### config.mk
export PLATFORM = sky130hd
export DESIGN_NAME = issue_scheduler
export DESIGN_NICKNAME = d
export VERILOG_FILES = /design/src/rtl/issue_scheduler_pkg.sv /design/src/rtl/age_select.sv /design/src/rtl/issue_scheduler.sv
export SDC_FILE = /design/constraint.sdc
export NUM_CORES = 1
export LEC_CHECK = 0
export BUFFER_PORTS_ARGS = -buffer_cell sky130_fd_sc_hd__buf_4
export CAP_MARGIN = 20
export CORE_ASPECT_RATIO = 1.25
export CORE_UTILIZATION = 39
export DETAILED_ROUTE_END_ITERATION = 10
export REMOVE_ABC_BUFFERS = 1
export SKIP_CTS_REPAIR_TIMING = 1
export SYNTH_ARGS = -nofsm -noshare
export SYNTH_HDL_FRONTEND = slang
export SYNTH_HIERARCHICAL = 1
export SYNTH_SLANG_ARGS = --single-unit
### constraint.sdc
create_clock -name clk -period 87.8 [get_ports clk]
set_input_delay 13.17 -clock clk [delete_from_list [all_inputs] [get_ports clk]]
set_output_delay 13.17 -clock clk [all_outputs]
set_load 0.03 [all_outputs]
### src/rtl/issue_scheduler_pkg.sv
// Shared sizes, FU indices and LSU state encoding for the issue scheduler.
package issue_scheduler_pkg;

  localparam int unsigned RS_ENTRIES = 16;
  localparam int unsigned IDX_WIDTH  = 4;
  localparam int unsigned ROB_WIDTH  = 6;
  localparam int unsigned NUM_FU     = 3;

  localparam int unsigned FU_ALU0 = 0;
  localparam int unsigned FU_ALU1 = 1;
  localparam int unsigned FU_LSU  = 2;

  typedef enum logic {
    LSU_IDLE = 1'b0,
    LSU_BUSY = 1'b1
  } lsu_state_t;

  function automatic logic [RS_ENTRIES-1:0] idx_onehot(input logic [IDX_WIDTH-1:0] idx);
    idx_onehot      = '0;
    idx_onehot[idx] = 1'b1;
  endfunction

endpackage

### src/rtl/age_select.sv
// Oldest-candidate finder: smallest (tag - head) mod 2**TAG_W wins, lower index breaks ties.
module age_select
  import issue_scheduler_pkg::*;
#(
  parameter int unsigned N     = RS_ENTRIES,
  parameter int unsigned TAG_W = ROB_WIDTH,
  parameter int unsigned IDX_W = IDX_WIDTH
) (
  input  logic [N-1:0]       cand,
  input  logic [N*TAG_W-1:0] tags,
  input  logic [TAG_W-1:0]   head,
  output logic               found,
  output logic [IDX_W-1:0]   idx
);

  logic [TAG_W-1:0] age;
  logic [TAG_W-1:0] best_age;

  // Strict less-than keeps the earlier (lower) index on equal age.
  always_comb begin
    found    = 1'b0;
    idx      = '0;
    best_age = '0;
    age      = '0;
    for (int i = 0; i < N; i++) begin
      age = tags[i*TAG_W +: TAG_W] - head;
      if (cand[i] && (!found || (age < best_age))) begin
        found    = 1'b1;
        best_age = age;
        idx      = IDX_W'(i);
      end
    end
  end

endmodule

### src/rtl/issue_scheduler.sv
// Oldest-first issue to ALU0/ALU1/LSU with registered grants, in-flight mask and LSU busy FSM.
module issue_scheduler
  import issue_scheduler_pkg::*;
(
  input  logic                           clk,
  input  logic                           rst,
  input  logic                           flush,
  input  logic [RS_ENTRIES-1:0]          rs_ready,
  input  logic [RS_ENTRIES-1:0]          rs_is_mem,
  input  logic [RS_ENTRIES*ROB_WIDTH-1:0] rs_rob_num,
  input  logic [ROB_WIDTH-1:0]           rob_head,
  input  logic [NUM_FU-1:0]              fu_en,
  input  logic                           lsu_done,
  output logic [NUM_FU-1:0]              grant_valid,
  output logic [NUM_FU*IDX_WIDTH-1:0]    grant_idx,
  output logic [NUM_FU-1:0]              fu_busy
);

  lsu_state_t state, state_next;

  logic [RS_ENTRIES-1:0]       inflight_c;
  logic [RS_ENTRIES-1:0]       elig_c;
  logic [RS_ENTRIES-1:0]       alu_cand_c;
  logic [RS_ENTRIES-1:0]       alu1_cand_c;
  logic [RS_ENTRIES-1:0]       mem_cand_c;
  logic                        found0, found1, foundl;
  logic [IDX_WIDTH-1:0]        idx0, idx1, idxl;
  logic [NUM_FU-1:0]           pick_c;
  logic [NUM_FU*IDX_WIDTH-1:0] grant_idx_c;
  logic                        lsu_accept_c;

  // Entries granted last cycle are still held ready by rs for one more cycle.
  always_comb begin
    inflight_c = '0;
    for (int k = 0; k < NUM_FU; k++) begin
      if (grant_valid[k]) begin
        inflight_c = inflight_c | idx_onehot(grant_idx[k*IDX_WIDTH +: IDX_WIDTH]);
      end
    end
  end

  assign elig_c      = rs_ready & ~inflight_c;
  assign alu_cand_c  = elig_c & ~rs_is_mem;
  assign mem_cand_c  = elig_c & rs_is_mem;
  assign alu1_cand_c = alu_cand_c &
                       ~((fu_en[FU_ALU0] && found0) ? idx_onehot(idx0) : RS_ENTRIES'(0));

  age_select u_sel_alu0 (
    .cand  (alu_cand_c),
    .tags  (rs_rob_num),
    .head  (rob_head),
    .found (found0),
    .idx   (idx0)
  );

  age_select u_sel_alu1 (
    .cand  (alu1_cand_c),
    .tags  (rs_rob_num),
    .head  (rob_head),
    .found (found1),
    .idx   (idx1)
  );

  age_select u_sel_lsu (
    .cand  (mem_cand_c),
    .tags  (rs_rob_num),
    .head  (rob_head),
    .found (foundl),
    .idx   (idxl)
  );

  always_comb begin
    pick_c          = '0;
    pick_c[FU_ALU0] = fu_en[FU_ALU0] & found0;
    pick_c[FU_ALU1] = fu_en[FU_ALU1] & found1;
    pick_c[FU_LSU]  = fu_en[FU_LSU] & foundl & lsu_accept_c;
    grant_idx_c     = {(pick_c[FU_LSU]  ? idxl : IDX_WIDTH'(0)),
                       (pick_c[FU_ALU1] ? idx1 : IDX_WIDTH'(0)),
                       (pick_c[FU_ALU0] ? idx0 : IDX_WIDTH'(0))};
  end

  // LSU FSM state register
  always_ff @(posedge clk) begin
    if (rst || flush) begin
      state <= LSU_IDLE;
    end else begin
      state <= state_next;
    end
  end

  // LSU FSM next state: a completing op may hand straight over to the next one
  always_comb begin
    state_next = state;
    case (state)
      LSU_IDLE: if (pick_c[FU_LSU]) state_next = LSU_BUSY;
      LSU_BUSY: if (lsu_done && !pick_c[FU_LSU]) state_next = LSU_IDLE;
      default:  state_next = LSU_IDLE;
    endcase
  end

  // LSU FSM outputs
  always_comb begin
    lsu_accept_c = 1'b0;
    case (state)
      LSU_IDLE: lsu_accept_c = 1'b1;
      LSU_BUSY: lsu_accept_c = lsu_done;
      default:  lsu_accept_c = 1'b0;
    endcase
  end

  always_ff @(posedge clk) begin
    if (rst || flush) begin
      grant_valid <= '0;
      grant_idx   <= '0;
      fu_busy     <= '0;
    end else begin
      grant_valid <= pick_c;
      grant_idx   <= grant_idx_c;
      fu_busy     <= {((state_next == LSU_BUSY) | ~fu_en[FU_LSU]),
                      ~fu_en[FU_ALU1], ~fu_en[FU_ALU0]};
    end
  end

endmodule

== Word level (Yosys, flattened, before mapping) ==
Index checks and enable logic that the tools add are counted.

* Reductions and logical operators: 146
* Mux-type cells: 154
* Add/sub/neg operators: 16
* Bitwise logic cells: 21
* Order comparisons: 53

{| class="wikitable"
|+ Operators by type and width
! cell !! number
|-
| 6-bit less-than comparator || 45
|-
| 6-bit two-way mux || 45
|-
| 4-bit two-way mux || 24
|-
| 6-bit subtractor || 16
|-
| 16-bit AND || 4
|-
| 16-bit two-way mux || 4
|-
| 1-bit two-way mux || 57
|-
| 1-bit logical AND || 51
|-
| 16-bit inverter || 3
|-
| 1-bit logical NOT || 46
|-
| 1-bit logical OR || 46
|-
| 3-bit two-way mux || 12
|-
| 16-bit OR || 2
|-
| 4-bit by 5-bit less-than comparator with 1-bit output, second input constant || 4
|-
| 1-bit demux with 4-bit select || 4
|-
| 4-bit by 1-bit >= comparator with 1-bit output, second input constant || 4
|-
| 2-bit two-way mux || 6
|-
| 1-bit inverter || 7
|-
| 2-bit OR reduction || 3
|-
| 1-bit AND || 4
|-
| 1-bit one-hot mux with 2 select lines || 2
|-
| 1-bit OR || 1
|}

* Output and inout port bits: 18
* Input port bits: 141
* Word-level logic and storage cells: 396
* Register bits: 19

== Depth between registers and ports, before layout ==
Gate-level depths: netlist of the first run.

* Word-level depth: 144
* Depth in mapped cells: 306
* Gate-level depth less buffers: 291

== Hierarchy ==
The synthesis of the first run kept the hierarchy.

{| class="wikitable"
|+ By module, submodules not included
! module !! seq. area each (um2) !! area each (um2) !! cells each !! instances
|-
| age_select (u_sel_alu1) || 0.0 || 7160.6 || 934 || 1
|-
| age_select (u_sel_alu0) || 0.0 || 7041.8 || 908 || 1
|-
| age_select (u_sel_lsu) || 0.0 || 7001.7 || 903 || 1
|-
| issue_scheduler || 380.4 || 1320.0 || 185 || 1
|}

== Least setup slack after synthesis of the first run ==
No wires, ideal clock.

* Kind: input to register
* Start point: input rob_head[1]
* End point: register grant_idx[4]
* Library setup time: 115 ps
* Required time: 87685 ps
* Setup slack: 20834 ps
* Data arrival time: 66851 ps
* Buffers on the path: 17
* Stages: 286
* Cells stage by stage: inv_1 > ha_1 > nor2b_1 > o31a_1 > nor3b_1 > nor3_1 > inv_1 > ha_1 > nand4_1 > o2111ai_1 > o22ai_1 > mux2_2 > ha_1 > nand4_1 > o2bb2ai_1 > o211ai_1 > o211ai_1 > o21ai_0 > (+250 left out) > inv_1 > ha_1 > a21o_1 > a21o_1 > a21oi_1 > o21a_1 > nand2_1 > o31a_1 > buf_2 > mux2_2 > ha_1 > o21a_1 > o2111ai_1 > a22o_1 > a311oi_1 > a21oi_1 > a21o_1 > and2_1

* Elaborated cells on any way between the ends: 238
* Classes of those cells: add/sub (16); order compare (32); mux (94); bitwise (4); reduce/logical (92)

{| class="wikitable"
|+ RTL lines
! what !! RTL line !! text
|-
| start, declared || issue_scheduler.sv:11 || <nowiki>input logic [ROB_WIDTH-1:0] rob_head,</nowiki>
|-
| 6-bit subtractor || age_select.sv:26 || <nowiki>age = tags[i*TAG_W +: TAG_W] - head;</nowiki>
|-
| 6-bit two-way mux || age_select.sv:27 || <nowiki>if (cand[i] && (!found || (age < best_age))) begin</nowiki>
|-
| 6-bit less-than comparator || age_select.sv:27 ||
|-
| 1-bit logical OR || age_select.sv:27 ||
|-
| 1-bit logical AND || age_select.sv:27 ||
|-
| 6-bit two-way mux / 1-bit two-way mux (equally long branches) || age_select.sv:27 ||
|-
| 6-bit less-than comparator / 1-bit logical NOT (equally long branches) || age_select.sv:27 ||
|-
| 1-bit logical OR || age_select.sv:27 ||
|-
| (+54 left out) || -- ||
|-
| via idx0[3] || issue_scheduler.sv:27 || <nowiki>logic [IDX_WIDTH-1:0] idx0, idx1, idxl;</nowiki>
|-
| (+7 left out) || -- ||
|-
| via alu1_cand_c[0] || issue_scheduler.sv:24 || <nowiki>logic [RS_ENTRIES-1:0] alu1_cand_c;</nowiki>
|-
| (+54 left out) || -- ||
|-
| 1-bit logical OR || age_select.sv:27 ||
|-
| 1-bit logical AND || age_select.sv:27 ||
|-
| 6-bit two-way mux / 1-bit two-way mux (equally long branches) || age_select.sv:27 ||
|-
| 6-bit less-than comparator / 1-bit logical NOT (equally long branches) || age_select.sv:27 ||
|-
| 1-bit logical OR || age_select.sv:27 ||
|-
| 1-bit logical AND || age_select.sv:27 ||
|-
| 4-bit two-way mux * || age_select.sv:27 ||
|-
| via idx1[0] || issue_scheduler.sv:27 ||
|-
| end signal, assigned || issue_scheduler.sv:118 || <nowiki>grant_idx <= grant_idx_c;</nowiki>
|-
| end, declared || issue_scheduler.sv:15 || <nowiki>output logic [NUM_FU*IDX_WIDTH-1:0] grant_idx,</nowiki>
|}

The timed path passes the listed nets; every way through them passes the cells marked *.
A chain may end at the register's enable or synchronous reset.

== Worst setup path in the final report of the first run ==
* Start point: input rob_head[0]
* End point: register grant_idx[4]

The elaborated chain is that of the path after synthesis.

==> summary.md, run 1 <==
| Metric | Value |
|---|---|
| MaxCap Viol Count | 0 |
| Internal power | 0.3937 mW |
| Post-synth top cells | ha_1, inv_1, a21oi_1, a21o_1, nor2_1 |
| Longest Clk Path Bufs | 2 |
| Max H-tree Level | 1 |
| VDD IR max | 0.03604 mV |
| Placement row count | 98 |
| Initial antenna violation count | 1 |
| CP Launch Type | input pin |
| Final Hold Fails | 0 |
| Latest clock arrival within the worst-skew pair | 0.28 ns |
| Worst EP arrival | 75.69 ns |
| Root buf cell | clkbuf_16 |
| Peak Freq | 0.01324 GHz |
| Finished Layout Cells | 3,830 |
| TritonCTS buffer count | 3 |
| Gpl congestion | 1.005 |
| Status | complete, no violations |
| DRC viols | 0 |
| HPWL Detailed | 72,970 um |
| Die Area | 58,730 sq um |
| Core area | 57,140 sq um |
| Util after Layout | 43.31% |
| All-Layer GR Usage | 27.59% |
| Final setup violation count | 0 |
| Placed cells | 3,824 |
| LEAKAGE | 11.78 nW |
| Post-synth top flop | dfxtp_1 |
| Gate power share | 97.2% |
| Total wire length | 83,420 um |
| IO Pins | 159 |
| DR pass1 iterations | 6 |
| Design Power | 0.9364 mW |
| Crit. End Element | flip-flop |
| Syn_area_per_cell | 7.687 sq um |
| Chip Width | 217.0 um |
| Pin count of the biggest net entering global routing | 33 |
| First DRT Iteration DRCs | 1,490 |
| Clock skew | 0.004793 ns |
| Yosys warnings | 6 |
| Sinks on Clock Net | 19 |
| Wire length per cell | 21.78 um |
| DP Area | 24,660 sq um |
| Count of state elements after synthesis | 19 |
| Crit-path max cell delay | 0.74 ns |
| Synth cell types | 124 |
| Worst-path clk slew | 0.07 ns |
| Design area | 24,750 sq um |
| First-pass GRT wire length | 126,400 um |
| Synthesized area | 22,520 sq um |
| Switching Share | 57.96% |
| Crit Path Category | in -> reg |
| Area contributors post-synth | ha_1, a21o_1, xnor2_1 |
| CP most frequent cell | ha_1 |
| Count leader, synth | ha_1 |
| Vias per cell | 6.034 |
| WP data required | 87.97 ns |
| Layout area overhead | 9.871% |
| Vias in the first global route | 22,680 |
| Post-layout min period | 75.52 ns |
| RSZ-0062 raised after global routing | no |
| Relative slew slack | 30.71% |
| Synth top area share | 25.83% |
| Post-synth EDFFs | 0 |
| Sequential share of power | 1.6% |
| I/O Buffers | 158 |
| Grt total ovfl | 0 |
| Vias post-DR | 23,110 |
| P_sw | 0.5427 mW |
| Final worst-path cycle share | 86.01% |
| Number of nets still failing antenna checks after routing | 0 |
| Synth area leader | ha_1 |
| Actual slew at the worst max-slew pin | 1.035 ns |
| Async S/R FF share, synth | 0% |
| Hold Path Class | reg -> reg |
| Setup TNS | 0 ns |
| Seq/Total Area, Yosys | 1.689% |
| Final #Nets | 3,734 |
| TritonCTS clock tree | built |
| Synth Instances | 2,930 |
| Initial Util | 39.42% |
| Die Y | 270.7 um |
| Worst path slowest cell | a31oi_1 |
| Pwr dens | 37.84 nW/um^2 |
| Share of cells above drive strength 1 | 10.95% |
| Slew Limit Fails | 0 |
| Critical-path maximum fanout | 31 |
| Clock power share | 1.2% |
[through the flow]
stage	hold slack [ns]	setup WS (ns)
detailed placement	0.5140	12.83
finish	0.5169	12.28
global route	0.5595	7.281
CTS	0.5242	12.85
global placement	0.5074	13.68
floorplan	0.4794	19.54
[flip-flops by register name, indices dropped and copies added (netlist names)]
signal and cells:
state 1, grant_valid 3, fu_busy 3, grant_idx 12
[layout make-up]
| class | instances | area [sq um] |
|---|---|---|
| antenna | 1 | 2.502 |
| clock buffer | 3 | 75.07 |
| clock inverter | 1 | 5.005 |
| fill | 6072 | 32390 |
| inverter | 274 | 1028 |
| multi-input combinational | 2594 | 20910 |
| sequential | 19 | 380.4 |
| tap | 750 | 938.4 |
| timing repair buffer | 188 | 1404 |
[path summary, 6_finish.rpt]
path | from | endpoint | slack, ns | cells past startpoint
setup / recovery | rob_head[0] | grant_idx[4] | 12.28 | 274
hold / removal | state | state | 0.52 | 2
setup reg to reg | grant_valid[2] | grant_idx[4] | 25.01 | 273
hold reg to reg | state | state | 0.52 | 2
[cells by family (layout without fill, tap and decap cells)]
kind of cell             count (synthesis)  after routing  share of synthesized area [%]
AO/OA/AOI/OAI                         1015           1015                          32.26
AND/OR/NAND/NOR                        787            787                          18.98
adder cells (fa/ha/maj)                513            513                          30.10
buffers and inverters                  317            466                          5.672
XOR/XNOR                               220            220                          8.555
multiplexers                            59             59                          2.750
flip-flops                              19             19                          1.689
other                                    0              1                              0
[cell usage in the layout, fill, tap and decap left out, types with 88 or more instances in the layout]
cell type,instances
inv_1,271
nor2_1,173
nand2_1,147
o21ai_0,107
buf_4,185
a21oi_1,230
ha_1,465
xor2_1,88
a21o_1,189
xnor2_1,132
[critical path, delay by kind of cell]
family                   cells  cell delay, ns
AO/OA/AOI/OAI              144           34.32
adder cells (fa/ha/maj)     32            9.25
buffers and inverters       12            1.76
multiplexers                 9            3.05
AND/OR/NAND/NOR             77           14.04
[power by group through the flow]
stage / clock network [mW] / logic, mW / registers (mW)
finish: 0.0111 / 0.910 / 0.0153
global route: 0.0115 / 1.01 / 0.0155
CTS: 0.0112 / 0.895 / 0.0151
detailed placement: 0 / 0.889 / 0.0152
global placement: 0 / 0.892 / 0.0153
floorplan: 0 / 0.665 / 0.0173
[metal layers]
| metal | routed length, um | GRT usage (%) |
|---|---|---|
| met1 | 33120 | 31.36 |
| met2 | 39780 | 48.76 |
| met3 | 3711 | 1.720 |
| met4 | 6803 | 19.64 |
| met5 | 0 | 0 |
Note: power is estimated with default switching activity, not from simulation.
==> run 2, diff against run 1 <==
Settings changed: SYNTH_HIERARCHICAL 1 to default.
==> run 2 against run 1 <==
  * Worst setup slack got worse by 2.8 ns
  * Sequential share of layout area rose by 0.64 points
  * Total power fell by 22%
  * First-iteration DRC count fell by 26%
  * Non-clock buffer count rose by 1
==> summary.md, run 2 <==
| Metric | Value |
|---|---|
| Util after Layout | 44.65% (+1.3 points) |
| Mux contribution to synthesized area | 5.759% (+3.0 points) |
| Worst EP arrival | 78.41 ns (+2.72 ns) |
| Synth cell types | 105 (-15%) |
| Most flops, register | grant_idx |
| Post-synthesis xor/xnor area fraction | 4.498% (-4.1 points) |
| Synth area leader | ha_1 |
| Initial antenna violation count | 0 (-1) |
| Wire length per cell | 21.46 um (-1.5%) |
| HPWL Detailed | 50,520 um (-31%) |
| Layout area overhead | 12.41% |
| Core area | 39,220 sq um (-31%) |
| TritonCTS clock tree | built |
| Commonest non-fill, non-tap cell in the layout | ha_1 |
| Final worst-path cycle share | 89.17% (+3.2 points) |
| Longest Clk Path Bufs | 2 (unchanged) |
| All-Layer GR Usage | 28.61% (+1.0 points) |
| Crit Path Category | in -> reg |
| Flop2flop setup slack | 22.95 ns (-2.06 ns) |
| Final setup violation count | 0 (unchanged) |
| VDD IR max | 0.01774 mV (-51%) |
| Synth Instances | 2,140 (-27%) |
| Count of state elements after synthesis | 19 (unchanged) |
| Post-synth EDFFs | 0 (unchanged) |
| Placed cells | 2,784 (-27%) |
| Number of nets still failing antenna checks after routing | 0 (unchanged) |
| Most frequent cells in the layout | ha_1, buf_4, a21oi_1 |
| Synthesized area | 15,580 sq um (-31%) |
| MaxCap Viol Count | 0 (unchanged) |
| Synth Area in Simple Gates | 20.44% (+1.5 points) |
| Vias in the first global route | 17,030 (-25%) |
| TritonCTS buffer count | 3 (unchanged) |
| Max reg flops | 12 (unchanged) |
| Share of cells above drive strength 1 | 13.13% (+2.2 points) |
| Die Area | 40,750 sq um (-31%) |
| Vias per cell | 6.226 (+3.2%) |
| R2R depth | 288 (+5.5%) |
| Actual slew at the worst max-slew pin | 1.177 ns (+0.1424 ns) |
| Initial Util | 39.72% (+0.30 points) |
| Post-layout min period | 78.29 ns (+2.774 ns) |
| First DRT Iteration DRCs | 1,105 (-26%) |
| Worst-path clk slew | 0.05 ns (-0.02 ns) |
| Final Hold Fails | 0 (unchanged) |
| FILL cells | 4,070 (-33%) |
| Post-synthesis adder-cell area fraction | 26.55% (-3.5 points) |
| Grt total ovfl | 0 (unchanged) |
| Reg area | 380.4 sq um (unchanged) |
| Clock skew | 0.001662 ns (-0.003131 ns) |
| Antenna cells | 0 (-1) |
| I/O Buffers | 158 (unchanged) |
| Die Y | 225.4 um (-17%) |
| Hold Path Class | reg -> reg |
| Relative slew slack | 21.53% (-9.2 points) |
| Area contributors post-synth | ha_1, a21o_1, a21oi_1 |
| Hold Slack | 0.6144 ns (+0.09749 ns) |
| WP data required | 87.92 ns (-0.05 ns) |
| Status | complete, no violations |
| Worst path slowest cell | o31ai_1 |
| Post-synth top flop | dfxtp_1 |
| Hold Path Depth | 3 (+1) |
| CP Launch Type | input pin |
| Max H-tree Level | 1 (unchanged) |
| Finished Layout Cells | 2,790 (-27%) |
| Critical-path maximum fanout | 32 (+3.2%) |
| Setup TNS | 0 ns (unchanged) |
| Vias post-DR | 17,370 (-25%) |
| DR pass1 iterations | 8 (+2) |
| Area of the multi-input gates | 14,370 sq um (-31%) |
| Worst reg2reg path startpoint | grant_idx[3] |
| First-pass GRT wire length | 93,040 um (-26%) |
| Synth top area share | 24.50% (-1.3 points) |
| Main combinational cell family by area after synthesis | compound AO/OA/AOI/OAI gates |
| Yosys warnings | 0 (-6) |
| Root buf cell | clkbuf_16 |
| Peak Freq | 0.01277 GHz (-3.5%) |
| Post-synth top cells | ha_1, a21oi_1, nor2_1, nand2_1, inv_1 |
| Total wire length | 59,880 um (-28%) |
| Crit. End Element | flip-flop |
| Chip Width | 180.8 um (-17%) |
| Count leader, synth | ha_1 |
| Latest clock arrival within the worst-skew pair | 0.25 ns (-0.03 ns) |
| DRC viols | 0 (unchanged) |
| Reg-to-reg endpoint | grant_idx[4] |
| Async S/R FF share, synth | 0% (unchanged) |
| Design Power | 0.7276 mW (-22%) |
| Placement row count | 81 (-17%) |
| Compound-gate portion of the synthesized area | 35.02% (+2.8 points) |
| Gpl congestion | 0.9419 (-6.3%) |
| Worst Hold End | state |
| Top Registers | grant_idx: 12 flops, fu_busy: 3 flops, grant_valid: 3 flops |
| IO Pins | 159 (unchanged) |
| LEAKAGE | 8.520 nW (-28%) |
| Syn_area_per_cell | 7.279 sq um (-5.3%) |
| Pwr dens | 41.55 nW/um^2 (+9.8%) |
| CP most frequent cell | a21o_1 |
| Crit-path max cell delay | 0.78 ns (+0.04 ns) |
| Hold path startpoint | state |
| Seq/Total Area, Yosys | 2.442% (+0.75 points) |
| RSZ-0062 raised after global routing | no |
| Slew Limit Fails | 0 (unchanged) |
| Pin count of the biggest net entering global routing | 33 (unchanged) |
| Sinks on Clock Net | 19 (unchanged) |
| Final #Nets | 2,755 (-26%) |
-- run 2: cell types whose count changed after synthesis, sizes merged, moves of 41 or more --
cell   previous run  this run
a21o            190       149
a21oi           234       182
ha              465       305
inv             274       169
xnor2           132        51
xor2             88        29
-- run 2: how the worst max path moves through the flow --
stage	startpoint	endpoint	slack (ns)	cells after the start
finish	rob_head[1]	grant_idx[4]	9.51	294
global route	rob_head[1]	grant_idx[4]	4.63	295
CTS	rob_head[1]	grant_idx[4]	9.83	290
detailed placement	rob_head[1]	grant_idx[4]	9.92	289
global placement	rob_head[1]	grant_idx[4]	11.05	290
floorplan	rob_head[1]	grant_idx[4]	20.33	284
-- run 2: final cells by class --
class	instances	share of cell area, %
Inverter	170	3.644
Clock buffer	4	0.4502
Tap cell	498	3.558
Multi-Input combinational cell	1910	82.09
Timing Repair Buffer	189	8.089
Sequential cell	19	2.172
-- run 2: cell families after synthesis --
family                     count (synthesis)
AOI/OAI and AO/OA                        791
adders and majority gates                321
buffers and inverters                    211
DFF                                       19
xor gates and xnor gates                  80
muxes                                     84
and+or+nand+nor                          634
-- run 2: report_power, final --
| part | total, mW | switching, mW | internal (mW) |
|---|---|---|---|
| Clock | 0.00945 | 0.00327 | 0.00618 |
| Sequential | 0.0137 | 0.00313 | 0.0105 |
| Combinational | 0.704 | 0.426 | 0.278 |
| Total | 0.728 | 0.433 | 0.295 |
-- run 2: worst max-delay path, delay by kind of cell --
| kind | cells | cell delay, ns |
|---|---|---|
| AO/OA/AOI/OAI | 170 | 37.86 |
| AND/OR/NAND/NOR | 65 | 11.18 |
| adder cells (fa/ha/maj) | 31 | 9.34 |
| multiplexers | 9 | 3.57 |
| buffers and inverters | 18 | 2.92 |
| XOR/XNOR | 1 | 0.16 |
-- run 2: layer usage --
layer  routed length (um)  global-route usage, %  up-vias
met5                    0                      0        -
met4                 3022                  13.26        0
met3                 2505                  1.600      154
met2                30520                  54.79      559
met1                23830                  32.17     8245
li1                     -                      -     8412
-- run 2: through the flow --
stage | cell area (sq um) | setup WS (ns)
finish | 17510 | 9.508
global route | 17510 | 4.633
CTS | 17500 | 9.835
detailed placement | 17420 | 9.921
global placement | 17420 | 11.05
floorplan | 15390 | 20.33
==> run 3, diff against run 2 <==
Clock period 87.8 ns to 72.2 ns, I/O delays scaled along.
==> run 3 against run 2 <==
  * Register-to-register slack worse by 8.1 ns
  * Worst hold slack worse by 0.0048 ns
  * Critical path depth is 11 lower
  * Routed wire length is 2.6% higher
  * Final area is 5.0% higher
==> summary.md, run 3 (synthesis results as in run 2) <==
| Metric | Value |
|---|---|
| Final worst-path cycle share | 94.28% |
| Sinks on Clock Net | 19 (unchanged) |
| Finished Layout Cells | 2,885 (+3.4%) |
| DR pass1 iterations | 5 (-3) |
| Critical-path maximum fanout | 12 (-63%) |
| Antenna cells | 0 (unchanged) |
| Hold Slack | 0.6097 ns (-0.004781 ns) |
| Hold path startpoint | state |
| CP Launch Type | input pin |
| Wire length per cell | 21.29 um (-0.80%) |
| IO Pins | 159 (unchanged) |
| Initial antenna violation count | 0 (unchanged) |
| Flop2flop setup slack | 14.82 ns (-8.13 ns) |
| I/O Buffers | 158 (unchanged) |
| Die Area | 40,750 sq um (unchanged) |
| HPWL Detailed | 52,560 um (+4.0%) |
| Commonest non-fill, non-tap cell in the layout | ha_1 |
| Chip Width | 180.8 um (unchanged) |
| CP most frequent cell | a21o_1 |
| Grt total ovfl | 0 (unchanged) |
| Root buf cell | clkbuf_16 |
| Most frequent cells in the layout | ha_1, buf_4, a21oi_1 |
| Placement row count | 81 (unchanged) |
| Most flops, register | grant_idx |
| All-Layer GR Usage | 29.13% (+0.52 points) |
| First DRT Iteration DRCs | 976 (-12%) |
| Final #Nets | 2,850 (+3.4%) |
| Top Registers | grant_idx: 12 flops, fu_busy: 3 flops, grant_valid: 3 flops |
| TritonCTS clock tree | built |
| TritonCTS buffer count | 3 (unchanged) |
| Vias per cell | 6.174 (-0.83%) |
| Worst Path Buf+Inv | 21 (+3) |
| Status | complete, no violations |
| DRC viols | 0 (unchanged) |
| DP Worst Slack | 1.122 ns (-8.799 ns) |
| Share of cells above drive strength 1 | 17.72% (+4.6 points) |
| Vias post-DR | 17,810 (+2.5%) |
| Relative slew slack | 19.97% (-1.6 points) |
| Clock skew | 0.003790 ns (+0.002128 ns) |
| Number of nets still failing antenna checks after routing | 0 (unchanged) |
| Pwr dens | 52.86 nW/um^2 (+27%) |
| Final setup violation count | 0 (unchanged) |
| LEAKAGE | 8.990 nW (+5.5%) |
| Layout area overhead | 18.02% |
| Crit. End Element | flip-flop |
| Worst-path clk slew | 0.05 ns (about the same) |
| Slew Limit Fails | 0 (unchanged) |
| Crit-path max cell delay | 0.63 ns (-0.15 ns) |
| VDD IR max | 0.02696 mV (+52%) |
| FILL cells | 3,966 (-2.6%) |
| Latest clock arrival within the worst-skew pair | 0.25 ns (about the same) |
| Actual slew at the worst max-slew pin | 1.200 ns (+0.02337 ns) |
| Longest Clk Path Bufs | 2 (unchanged) |
| Reg-to-reg endpoint | grant_idx[4] |
| Crit path max-delay family | compound AO/OA/AOI/OAI gates |
| Initial Util | 39.72% (unchanged) |
| R2R depth | 284 (-1.4%) |
| Max reg flops | 12 (unchanged) |
| Core area | 39,220 sq um (unchanged) |
| Worst path slowest cell | inv_1 |
| Post-layout min period | 68.07 ns |
| Final WS setup | 4.127 ns (-5.381 ns) |
| Max H-tree Level | 1 (unchanged) |
| Hold Path Depth | 3 (unchanged) |
| First-pass GRT wire length | 94,300 um (+1.4%) |
| Vias in the first global route | 17,490 (+2.7%) |
| Gpl congestion | 0.9928 (+5.4%) |
| Worst reg2reg path startpoint | grant_valid[1] |
| WP data required | 72.33 ns (-15.59 ns) |
| Peak Freq | 0.01469 GHz |
| Hold Path Class | reg -> reg |
| MaxCap Viol Count | 0 (unchanged) |
| Total wire length | 61,420 um (+2.6%) |
| Worst Hold End | state |
| Crit Path Category | in -> reg |
| Final Hold Fails | 0 (unchanged) |
| Placed cells | 2,867 (+3.0%) |
| Pin count of the biggest net entering global routing | 21 (-36%) |
| Worst EP arrival | 68.21 ns (-10.20 ns) |
| Die Y | 225.4 um (unchanged) |
-- run 3: per-stage QoR --
stage | area, sq um | utilization [%] | power, mW | setup TNS, ns
finish | 18390 | 46.88 | 0.9718 | 0
global route | 18390 | 46.88 | 1.075 | -0.2480
CTS | 18130 | 46.22 | 0.9446 | 0
detailed placement | 18050 | 46.02 | 0.9264 | 0
global placement | 18050 | 46.02 | 0.9070 | 0
floorplan | 15390 | - | 0.6270 | 0
-- run 3: layout make-up --
cell class                      instances  area, sq um  area share, %
Clock buffer                            4        78.83         0.4287
Inverter                              170        650.6          3.539
Multi-Input combinational cell       1910        14520          78.99
Sequential cell                        19        380.4          2.069
Tap cell                              498        623.1          3.389
Timing Repair Buffer                  284         2130          11.58
-- run 3: worst register-to-register path: cells and delay by family (launching register included) --
kind	cells	cell delay, ns
AO/OA/AOI/OAI	161	32.41
AND/OR/NAND/NOR	62	9.44
adder cells (fa/ha/maj)	30	8.66
multiplexers	11	3.70
buffers and inverters	20	2.65
flip-flops	1	0.41
-- run 3: report_power, final --
part / switching [mW] / internal (mW) / leakage, nW / total (mW)
Combinational: 0.536 / 0.408 / 8.80 / 0.944
Clock: 0.00372 / 0.00750 / 0.0382 / 0.0112
Sequential: 0.00377 / 0.0128 / 0.155 / 0.0166
Total: 0.544 / 0.428 / 8.99 / 0.972
-- run 3: worst max path at each step --
stage	start	endpoint	slack [ns]	cells past startpoint
after floorplan	rob_head[1]	grant_idx[4]	7.07	284
after global placement	rob_head[2]	grant_idx[4]	2.34	287
after detailed placement	rob_head[2]	grant_idx[4]	1.12	290
after CTS	rob_head[2]	grant_idx[4]	1.02	290
after global routing	rob_head[1]	grant_idx[4]	-0.07	293
final	rob_head[4]	grant_idx[4]	4.13	283
-- run 3: per-layer routing --
metal | routed length (um) | up-vias | global-route usage, %
met2 | 31170 | 540 | 55.26
met1 | 24610 | 8530 | 32.70
li1 | - | 8581 | -
met5 | 0 | - | 0
met4 | 3382 | 0 | 14.64
met3 | 2265 | 161 | 1.729
